$ cat src/rtl/shift_reg_seq_ctrl.sv
// Sequencer that loads a word, serialises it MSB-first into an external SIPO
// shift register and returns the register's parallel output. Optional readback check: SHIFT_CHECK_EN.
module shift_reg_seq_ctrl #(
    parameter int WIDTH = 4
) (
    input  logic             Clk,
    input  logic             Rst_n,
    input  logic             Load_valid,
    output logic             Load_ready,
    input  logic [WIDTH-1:0] Load_data,
    input  logic             Flush,
    output logic             Shift_en,
    output logic             D,
    input  logic [WIDTH-1:0] Q,
    output logic             Out_valid,
    input  logic             Out_ready,
    output logic [WIDTH-1:0] Out_data,
    output logic             Busy,
    output logic             Mismatch
);

    localparam int CNT_W = $clog2(WIDTH + 1);

    typedef enum logic [1:0] {IDLE, SHIFT, SETTLE, HOLD} state_t;

    state_t           state, state_n;
    logic [CNT_W-1:0] cnt, cnt_n, cnt_inc;
    logic [WIDTH-1:0] word, word_n;
    logic             shift_en_n, d_n, ov_n;
    logic [WIDTH-1:0] od_n;

    assign Load_ready = (state == IDLE);
    assign Busy       = (state != IDLE);

    // The word rotates once per SHIFT edge; after WIDTH rotations it is back
    // to its loaded value, so one register serves both serialiser and checker.
    always_comb begin
        state_n    = state;
        cnt_n      = cnt;
        word_n     = word;
        shift_en_n = Shift_en;
        d_n        = D;
        ov_n       = Out_valid;
        od_n       = Out_data;
        cnt_inc    = cnt + 1'b1;
        if (Flush) begin
            state_n    = IDLE;
            cnt_n      = '0;
            shift_en_n = 1'b0;
            d_n        = 1'b0;
            ov_n       = 1'b0;
        end else begin
            case (state)
                IDLE: begin
                    if (Load_valid) begin
                        state_n    = SHIFT;
                        word_n     = Load_data;
                        d_n        = Load_data[WIDTH-1];
                        shift_en_n = 1'b1;
                        cnt_n      = '0;
                    end
                end
                SHIFT: begin
                    cnt_n  = cnt_inc;
                    word_n = {word[WIDTH-2:0], word[WIDTH-1]};
                    if (cnt_inc == CNT_W'(WIDTH)) begin
                        shift_en_n = 1'b0;
                        d_n        = 1'b0;
                        state_n    = SETTLE;
                    end else begin
                        d_n = word[WIDTH-2];
                    end
                end
                SETTLE: begin
                    od_n    = Q;
                    ov_n    = 1'b1;
                    state_n = HOLD;
                end
                HOLD: begin
                    if (Out_ready) begin
                        ov_n    = 1'b0;
                        state_n = IDLE;
                    end
                end
                default: state_n = IDLE;
            endcase
        end
    end

    always_ff @(posedge Clk or negedge Rst_n) begin
        if (!Rst_n) begin
            state     <= IDLE;
            cnt       <= '0;
            word      <= '0;
            Shift_en  <= 1'b0;
            D         <= 1'b0;
            Out_valid <= 1'b0;
            Out_data  <= '0;
        end else begin
            state     <= state_n;
            cnt       <= cnt_n;
            word      <= word_n;
            Shift_en  <= shift_en_n;
            D         <= d_n;
            Out_valid <= ov_n;
            Out_data  <= od_n;
        end
    end

`ifdef SHIFT_CHECK_EN
    logic mism;

    always_ff @(posedge Clk or negedge Rst_n) begin
        if (!Rst_n)
            mism <= 1'b0;
        else if (Flush)
            mism <= 1'b0;
        else if (state == SETTLE)
            mism <= (Q != word);
        else if (state == HOLD && Out_ready)
            mism <= 1'b0;
    end

    assign Mismatch = mism;
`else
    assign Mismatch = 1'b0;
`endif

endmodule

$ cat config.mk
export PLATFORM = sky130hd
export DESIGN_NAME = shift_reg_seq_ctrl
export DESIGN_NICKNAME = d
export VERILOG_FILES = /design/src/rtl/shift_reg_seq_ctrl.sv
export SDC_FILE = /design/constraint.sdc
export NUM_CORES = 1
export LEC_CHECK = 0
export BUFFER_PORTS_ARGS = -buffer_cell sky130_fd_sc_hd__buf_4
export CORE_UTILIZATION = 50
export CTS_CLUSTER_SIZE = 30
export DETAILED_ROUTE_END_ITERATION = 7
export PLACE_DENSITY_LB_ADDON = 0.05
export SETUP_SLACK_MARGIN = 0.02
export SYNTH_ARGS = -nofsm -noshare
export SYNTH_HDL_FRONTEND = slang
export SYNTH_SLANG_ARGS = --single-unit
$ cat constraint.sdc
create_clock -name Clk -period 2 [get_ports Clk]
set_input_delay 0.2 -clock Clk [delete_from_list [all_inputs] [get_ports Clk]]
set_output_delay 0.2 -clock Clk [all_outputs]
set_load 0.1 [all_outputs]
# Word level (Yosys, flattened, before mapping)
# Index checks and enable logic that the tools add are counted.
dict set report word_totals {
  regBits 16
  in_bits 13
  output_inout_bits 10
  wordCells 49
}
dict set report op_classes {
  n_addsub 1
  eq_ne 8
  mux 21
  bitwise 1
  reduce_logical 11
}
# cell n
set ops {}
lappend ops {{$reduce_and 3->1} 3}
lappend ops {{$mux 1} 8}
lappend ops {{$mux 2} 4}
lappend ops {{$pmux 2 s4} 1}
lappend ops {{$pmux 4 s2} 1}
lappend ops {{$mux 3} 2}
lappend ops {{$ne 3x3->1 const B} 2}
lappend ops {{$pmux 1 s2} 3}
lappend ops {{$pmux 3 s2} 1}
lappend ops {{$reduce_and 2->1} 3}
lappend ops {{$reduce_bool 3->1} 2}
lappend ops {{$eq 2x2->1 const B} 2}
lappend ops {{$mux 4} 1}
lappend ops {{$reduce_bool 2->1} 2}
lappend ops {{$add 3x1->3 const B} 1}
lappend ops {{$eq 3x3->1 const B} 1}
lappend ops {{$ne 3x2->1 const B} 1}
lappend ops {{$eq 2x1->1 const B} 1}
lappend ops {{$logic_not 2->1} 1}
lappend ops {{$ne 2x2->1 const B} 1}
lappend ops {{$not 1->1} 1}

# Depth between registers and ports, before layout
# Gate-level depths: netlist of run 1.
dict set report logic_depth {
  depth_word 5
  mapped_depth 6
  depth_no_buf 6
}

# Worst setup path after synthesis of run 1
# OpenSTA, ideal clock, no wires.
dict set report synth_timing {
  path_type {register to register}
  from {register state[0]}
  to {register cnt[0]}
  setup_ns 0.125
  arrival_ns 2.778
  required_time_ns 1.875
  path_slack_ns -0.903
  path_stages_with_launch 6
  n_path_buf 0
  period_less_slack_ns 2.903
  cell_sequence {dfrtp_1 > inv_1 > ha_1 > inv_1 > and3_1 > a2111oi_0}
}
dict set report synth_between {
  elab_chain_len 3
  elab_cells_between_ends 7
  classes_between {eq/ne (2); mux (2); reduce/logical (3)}
}
# item line_no
set synth_lines {}
lappend synth_lines {{from (decl)} 26} ;# state_t state, state_n;
lappend synth_lines {{from (signal assigned)} 100} ;# state <= state_n;
lappend synth_lines {{$logic_not 2->1 *} --}
lappend synth_lines {{named net Load_ready} 9} ;# output logic Load_ready,
lappend synth_lines {{$pmux 3 s2, or another cell as far along} 53} ;# case (state)
lappend synth_lines {{$mux 3 or $reduce_and 2->1 (tied branches)} --}
lappend synth_lines {{to (signal assigned)} 101} ;# cnt <= cnt_n;
lappend synth_lines {{to (decl)} 27} ;# logic [CNT_W-1:0] cnt, cnt_n, cnt_inc;
# Mark *: on every way through the listed nets, which the timed path passes. The rest lies on a longest branch.
# A chain may end at the register's enable or synchronous reset.

# Worst setup path after layout of run 1
dict set report layout_timing {
  from {register cnt[0]}
  to {register state[1]}
}
dict set report layout_between {
  elab_chain_len 4
}
# item line_no
set layout_lines {}
lappend layout_lines {{$add 3x1->3} 45} ;# cnt_inc = cnt + 1'b1;
lappend layout_lines {{$eq 3x3->1} 66} ;# if (cnt_inc == CNT_W'(WIDTH)) begin
lappend layout_lines {{$ne 3x3->1 (no source line)} --}
lappend layout_lines {{$reduce_and 3->1 (no source line)} --}
# Every way passes these cells.

==> results of run 1 <==
-- final cells by class --
type,count,area share [%]
flip-flops and latches,16,35.2
well taps,24,2.64
repair buffers,23,15.4
inverters,4,1.65
clock buffers,4,3.19
multi-input cells,66,41.9
-- registers in the layout (all words and copies together), names as in the netlist --
register,cells
D,1
Out_data,4
Out_valid,1
Shift_en,1
cnt,3
state,2
word,4
-- worst max-delay path: stages, from the launching register on --
cell	delay (ps)
dfrtp_1	440
ha_1	260
xor2_1	250
a21boi_0	220
or4b_1	510
nand3_1	80
-- worst min-delay path by stage --
stage,start,to,cells past startpoint
2_1_floorplan,Rst_n,D,0
3_3_place_gp,Rst_n,Shift_en,1
3_5_place_dp,Rst_n,Shift_en,1
4_1_cts,Q[2],Out_data[2],2
5_1_grt,Q[3],Out_data[3],2
6_report,Q[2],Out_data[2],2
-- placed cells by master (no fill, tap or decap), types with 3 or more instances in the layout --
master    Yosys  final
a21oi_1       9      9
buf_4         1     22
clkbuf_4      0      3
dfrtp_1      16     16
ha_1          6      5
mux2_2        5      5
mux2i_1       5      5
nand2_1       6      6
nor2_1        9      9
nor2b_1       7      7
-- layer usage --
layer	GRT usage, %	up-vias	routed length (microns)
met3	2.45	2	61
met2	39.7	14	933
met4	9.09	0	9
met5	0	-	0
li1	-	353	-
met1	28.0	358	772
-- cell usage after synthesis (all sizes together), types with 2 or more instances --
cell / n
buf: 2
nand3b: 2
dfrtp: 16
ha: 6
mux2: 5
mux2i: 5
nor2: 9
inv: 4
nand2: 6
a21oi: 9
nor2b: 7
nand3: 2
-- kinds of logic after synthesis --
logic type | after synthesis | share of synthesized area [%]
AND/OR/NAND/NOR | 31 | 18.0
adder cells (fa/ha/maj) | 6 | 8.39
buffers and inverters | 7 | 3.36
AO/OA/AOI/OAI | 16 | 11.2
flip-flops | 16 | 44.8
multiplexers | 10 | 11.9
other | 1 | 0.419
XOR/XNOR | 2 | 1.96
-- through the flow --
step | util, % | instances | instance area [sq um] | setup TNS [ps] | setup slack (ps)
floorplan | - | 89 | 911 | -121 | -121
global placement | 68.4 | 132 | 1090 | 0 | 283
detailed placement | 68.4 | 132 | 1090 | 0 | 223
CTS | 71.4 | 137 | 1140 | 0 | 204
global route | 71.4 | 137 | 1140 | 0 | 64.8
finish | 71.4 | 137 | 1140 | 0 | 184
-- what timing repair did --
item / CTS / global route
gates resized for setup: 0 / 0
hold buffers: 1 / 0
endpoints found under the hold margin: 16 / 0
==> summary.txt, run 1 <==
Run status
  • Status: complete, no violations

Clock tree
  • Postcts setup bufs: 0
  • Htree depth: 1
  • TritonCTS clock tree: built
  • Clk_lat worst skew: 280 ps
  • Root Driver: clkbuf_4
  • Clk pin slew, worst setup/hold paths: 100 ps
  • Clk sink count: 16
  • Max clock buf depth: 2
  • Num CTS Buffers: 3

GRT
  • Congestion Overflow GR: 0
  • Number of global-route vias before repair: 748
  • First-pass GRT wire length: 3210 microns
  • Initial antenna violation count: 0
  • Largest net degree at the start of global routing: 17
  • Total GRT Usage: between 20% and 30%

Setup path
  • Crit path to: state[1]
  • Crit. Startpoint: cnt[0]
  • WP data arrival: 2050 ps
  • Required time of the critical path: 2230 ps
  • Critical Path Start Type: flip-flop
  • Reg-to-Reg End: state[1]
  • Worst-path maximum fanout: 5
  • Critical Path End Type: flip-flop
  • R2R setup slack: 180 ps
  • Crit Path Class: flip-flop to flip-flop
  • Worst R2R Start: cnt[0]
  • Worst Reg-to-Reg Cells: 5

Die
  • Core area: 1590 sq um
  • Die Y-Extent: 44.3 microns
  • IO Count: 23
  • Die X: 44.3 microns
  • Initial Util: between 50% and 60%
  • # rows: 14
  • Die Area: 1960 sq um

Yosys
  • Seq cells post-synth: 16
  • Number of enable flip-flop cells after synthesis: 0
  • Post-synth top area share: between 40 and 50%
  • Synth cell types: 29
  • Post-synth top area cell: dfrtp_1
  • Syn. warnings: 0
  • Register area share after synthesis: around 45%
  • Syn Inst Count: a little under 90
  • Synth area leaders: dfrtp_1 (45%), ha_1 (8.4%), mux2_2 (6.3%)
  • Top_reg_cell synth: dfrtp_1
  • Mapped cell area: 895 sq um
  • Syn Area/Cell: roughly 10 sq um
  • Syn Nets: 108
  • Async S/R FF share, synth: 100%

STA
  • Final Hold Violating Endpoints: 0
  • Final setup fails: 0
  • FMAX: 551 MHz
  • Final number of max-transition violations: 0
  • Post-route minimum period: 1820 ps
  • Hold Worst Slack: 143 ps
  • Post-route clock skew: 4.70 ps
  • Period utilisation layout: roughly nine tenths
  • RSZ-0062 raised after global routing: no

Hold path
  • Min-delay worst type: input pin to flip-flop

Detailed routing
  • Final WL: ~1800 microns
  • Length of the first detailed-routing pass in iterations: 4
  • Post-route ant nets: 0
  • Wire per inst: about 13 microns
  • Vias: 727
  • Iter 0 DRT Violations: 8
  • Vias per inst: 5.31
  • DRC: 0

Final layout
  • Layout Nets: 133
  • Multi-input gate area: 477 sq um
  • # diodes: 0
  • Layout cells sized above 1: 31.9%
  • Fillers: ~130
  • Layout area overhead: 27.1%
  • Register area: ~400 sq um

Run
  • Max-cap viol count: 0

Place
  • DP Wirelength: between 1000 and 1500 microns
  • IO Port Bufs: 21
  • RePlAce Congestion: approximately 0.71
Power of run 1 is not shown: default switching activity piles up to over one toggle a cycle in this logic, so the estimate is an artifact.
==> run 2: changes to the inputs <==
ABC_AREA = 1   (was unset)
==> run 2 against run 1 <==
  * Global-route usage decreased by 1.6 points
  * Via count increased by 3.6%
  * Die area increased by 0.79%
  * Area after synthesis increased by 0.84%
  * Fmax increased by 18%
  * Sequential share of layout area decreased by 0.38 points
  * Cell count increased by 15%
  * Critical path type is now flip-flop to output port
==> summary.txt, run 2 <==
Run status
  • Status: complete, no violations

Yosys
  • Syn Nets: 127
  • Async S/R FF share, synth: 100%
  • Commonest cells in the netlist: nand2_1 (36), dfrtp_1 (16), inv_1 (10)
  • Top_reg_cell synth: dfrtp_1
  • Syn Area/Cell: 8.35 sq um
  • Seq cells post-synth: 16
  • Post-synth top area cell: dfrtp_1
  • Syn Inst Count: 108
  • Syn. warnings: 0
  • Mapped cell area: 902 sq um
  • Most frequent cell after synthesis: nand2_1
  • Register area share after synthesis: ~44%
  • Post-synth top area share: 44.4%
  • Synth area leaders: dfrtp_1 (44%), nand2_1 (15%), ha_1 (8.3%)
  • Number of enable flip-flop cells after synthesis: 0
  • Synth cell types: 19

Detailed routing
  • Length of the first detailed-routing pass in iterations: 4
  • Vias per inst: 4.80
  • DRC: 0
  • Post-route ant nets: 0
  • Iter 0 DRT Violations: 20
  • Vias: 753
  • Wire per inst: 11.2 microns
  • Final WL: between 1500 and 2000 microns

Final layout
  • Layout Nets: 153
  • Final Non-Filler Cells: 157
  • Fillers: 129
  • Layout cells sized above 1: 33.8%
  • Regs by FF count: Out_data: 4 flops, word: 4 flops, cnt: 3 flops
  • Leading cell types in the layout, fill and taps excluded: nand2_1 (34), buf_4 (21), dfrtp_1 (16), nand3_1 (8)
  • Commonest non-fill, non-tap cell in the layout: nand2_1
  • # diodes: 0
  • Layout area overhead: 27.5%

Hold path
  • Hold Crit Start: Q[3]
  • Min-delay worst type: input pin to flip-flop
  • Hold depth: 2

GRT
  • Number of global-route vias before repair: between 700 and 800
  • First-pass GRT wire length: 3020 microns
  • Congestion Overflow GR: 0
  • Initial antenna violation count: 0
  • Total GRT Usage: 20.9%
  • Largest net degree at the start of global routing: 17

STA
  • Final setup fails: 0
  • FMAX: roughly 650 MHz
  • Post-route minimum period: 1540 ps
  • Final Hold Violating Endpoints: 0
  • Post-route clock skew: 6.74 ps
  • Final number of max-transition violations: 0
  • Period utilisation layout: ~77%
  • RSZ-0062 raised after global routing: no

Setup path
  • Worst R2R Start: state[1]
  • Critical Path Start Type: flip-flop
  • Worst Reg-to-Reg Cells: 8
  • CP delay by family, top: flip-flops
  • R2R setup slack: 590 ps
  • Required time of the critical path: 1800 ps
  • CP bufs+invs: 3
  • Crit. Startpoint: state[1]
  • Worst-path maximum fanout: 5
  • Crit path largest cell delay: roughly 440 ps
  • WP data arrival: 1340 ps
  • CP max-delay cell: dfrtp_1
  • WP depth: 4
  • Sequence of cells on the critical path: inv_2 > ha_4 > clkinvlp_4 > buf_4
  • Critical Path End Type: output port
  • Crit Path Class: flip-flop to output port

Place
  • IO Port Bufs: 21
  • Placed cells: 152
  • RePlAce Congestion: between 0.7 and 0.8
  • DP Wirelength: between 1000 and 1500 microns

Die
  • Die Y-Extent: ~44 microns
  • Core area: 1590 sq um
  • IO Count: 23
  • Die X: 44.5 microns
  • # rows: 14
  • Initial Util: 56.6%
  • Die Area: a little under 2000 sq um

Clock tree
  • Clk sink count: 16
  • Num CTS Buffers: 3
  • Htree depth: 1
  • Clk pin slew, worst setup/hold paths: around 100 ps
  • TritonCTS clock tree: built
  • Max clock buf depth: 2
  • Clk_lat worst skew: 290 ps
  • Root Driver: clkbuf_4

Run
  • Max-cap viol count: 0
[run 2: cell count changes after synthesis, sizes merged, moves of 3 or more]
cell	before	now
nand2	6	39
mux2i	5	0
a21oi	9	1
and2	0	3
nor2b	7	0
nand3	2	9
inv	4	14
o21ai	1	7
[run 2: what timing repair did]
item                                   4_1_cts  5_1_grt
buffers inserted                             0        0
endpoints found under the hold margin       16        0
resized for setup                            0        0
hold buffers                                 1        0
[run 2: path summary, 6_finish.rpt]
| check | end |
|---|---|
| max | Busy |
| min | Out_data[3] |
| max reg2reg | state[1] |
| min reg2reg | Shift_en |
| max in group asynchronous | word[2] |
| min in group asynchronous | cnt[2] |
[run 2: stage by stage]
stage / area (sq um) / setup WS, ps / util (%) / setup TNS (ps) / hold slack (ps)
4_1_cts: 1150 / 456 / 72.1 / 0 / 134
3_3_place_gp: 1100 / 686 / 69.2 / 0 / 69.9
5_1_grt: 1150 / 401 / 72.1 / 0 / 135
2_1_floorplan: 923 / -36.1 / - / -57.0 / -95.6
3_5_place_dp: 1100 / 607 / 69.2 / 0 / 71.1
6_report: 1150 / 458 / 72.1 / 0 / 143
[run 2: kinds of logic after synthesis]
logic type | Yosys count | share of synthesized area, %
buf+inv | 15 | 6.66
flops | 16 | 44.4
compound gates | 8 | 4.44
mux | 4 | 6.66
other cells | 1 | 0.416
fa+ha+maj | 6 | 8.32
simple gates | 58 | 29.1
[run 2: layout make-up]
type	count	area, sq um	share of cell area, %
tap	24	30.0	2.61
sequential	16	400	34.8
inverter	14	56.3	4.90
clock buffer	4	36.3	3.16
timing repair buffer	22	168	14.6
multi-input combinational	77	459	39.9
[run 2: worst reg2reg max path, stage by stage, from the launching register on]
cell     delay, ps
dfrtp_1        430
inv_2           80
ha_1           220
inv_2          160
nor2_1          80
nand2_1        150
nand2_1         90
nand2_1         70
nand2_1         50
[run 2: routing by layer]
layer	up-vias	GRT usage, %	share of wire [%]
li1	386	-	-
met4	0	5.45	0
met1	347	27.1	46
met5	-	0	0
met2	20	36.8	50
met3	0	2.45	3.8
Power of run 2 is left out for the same reason.
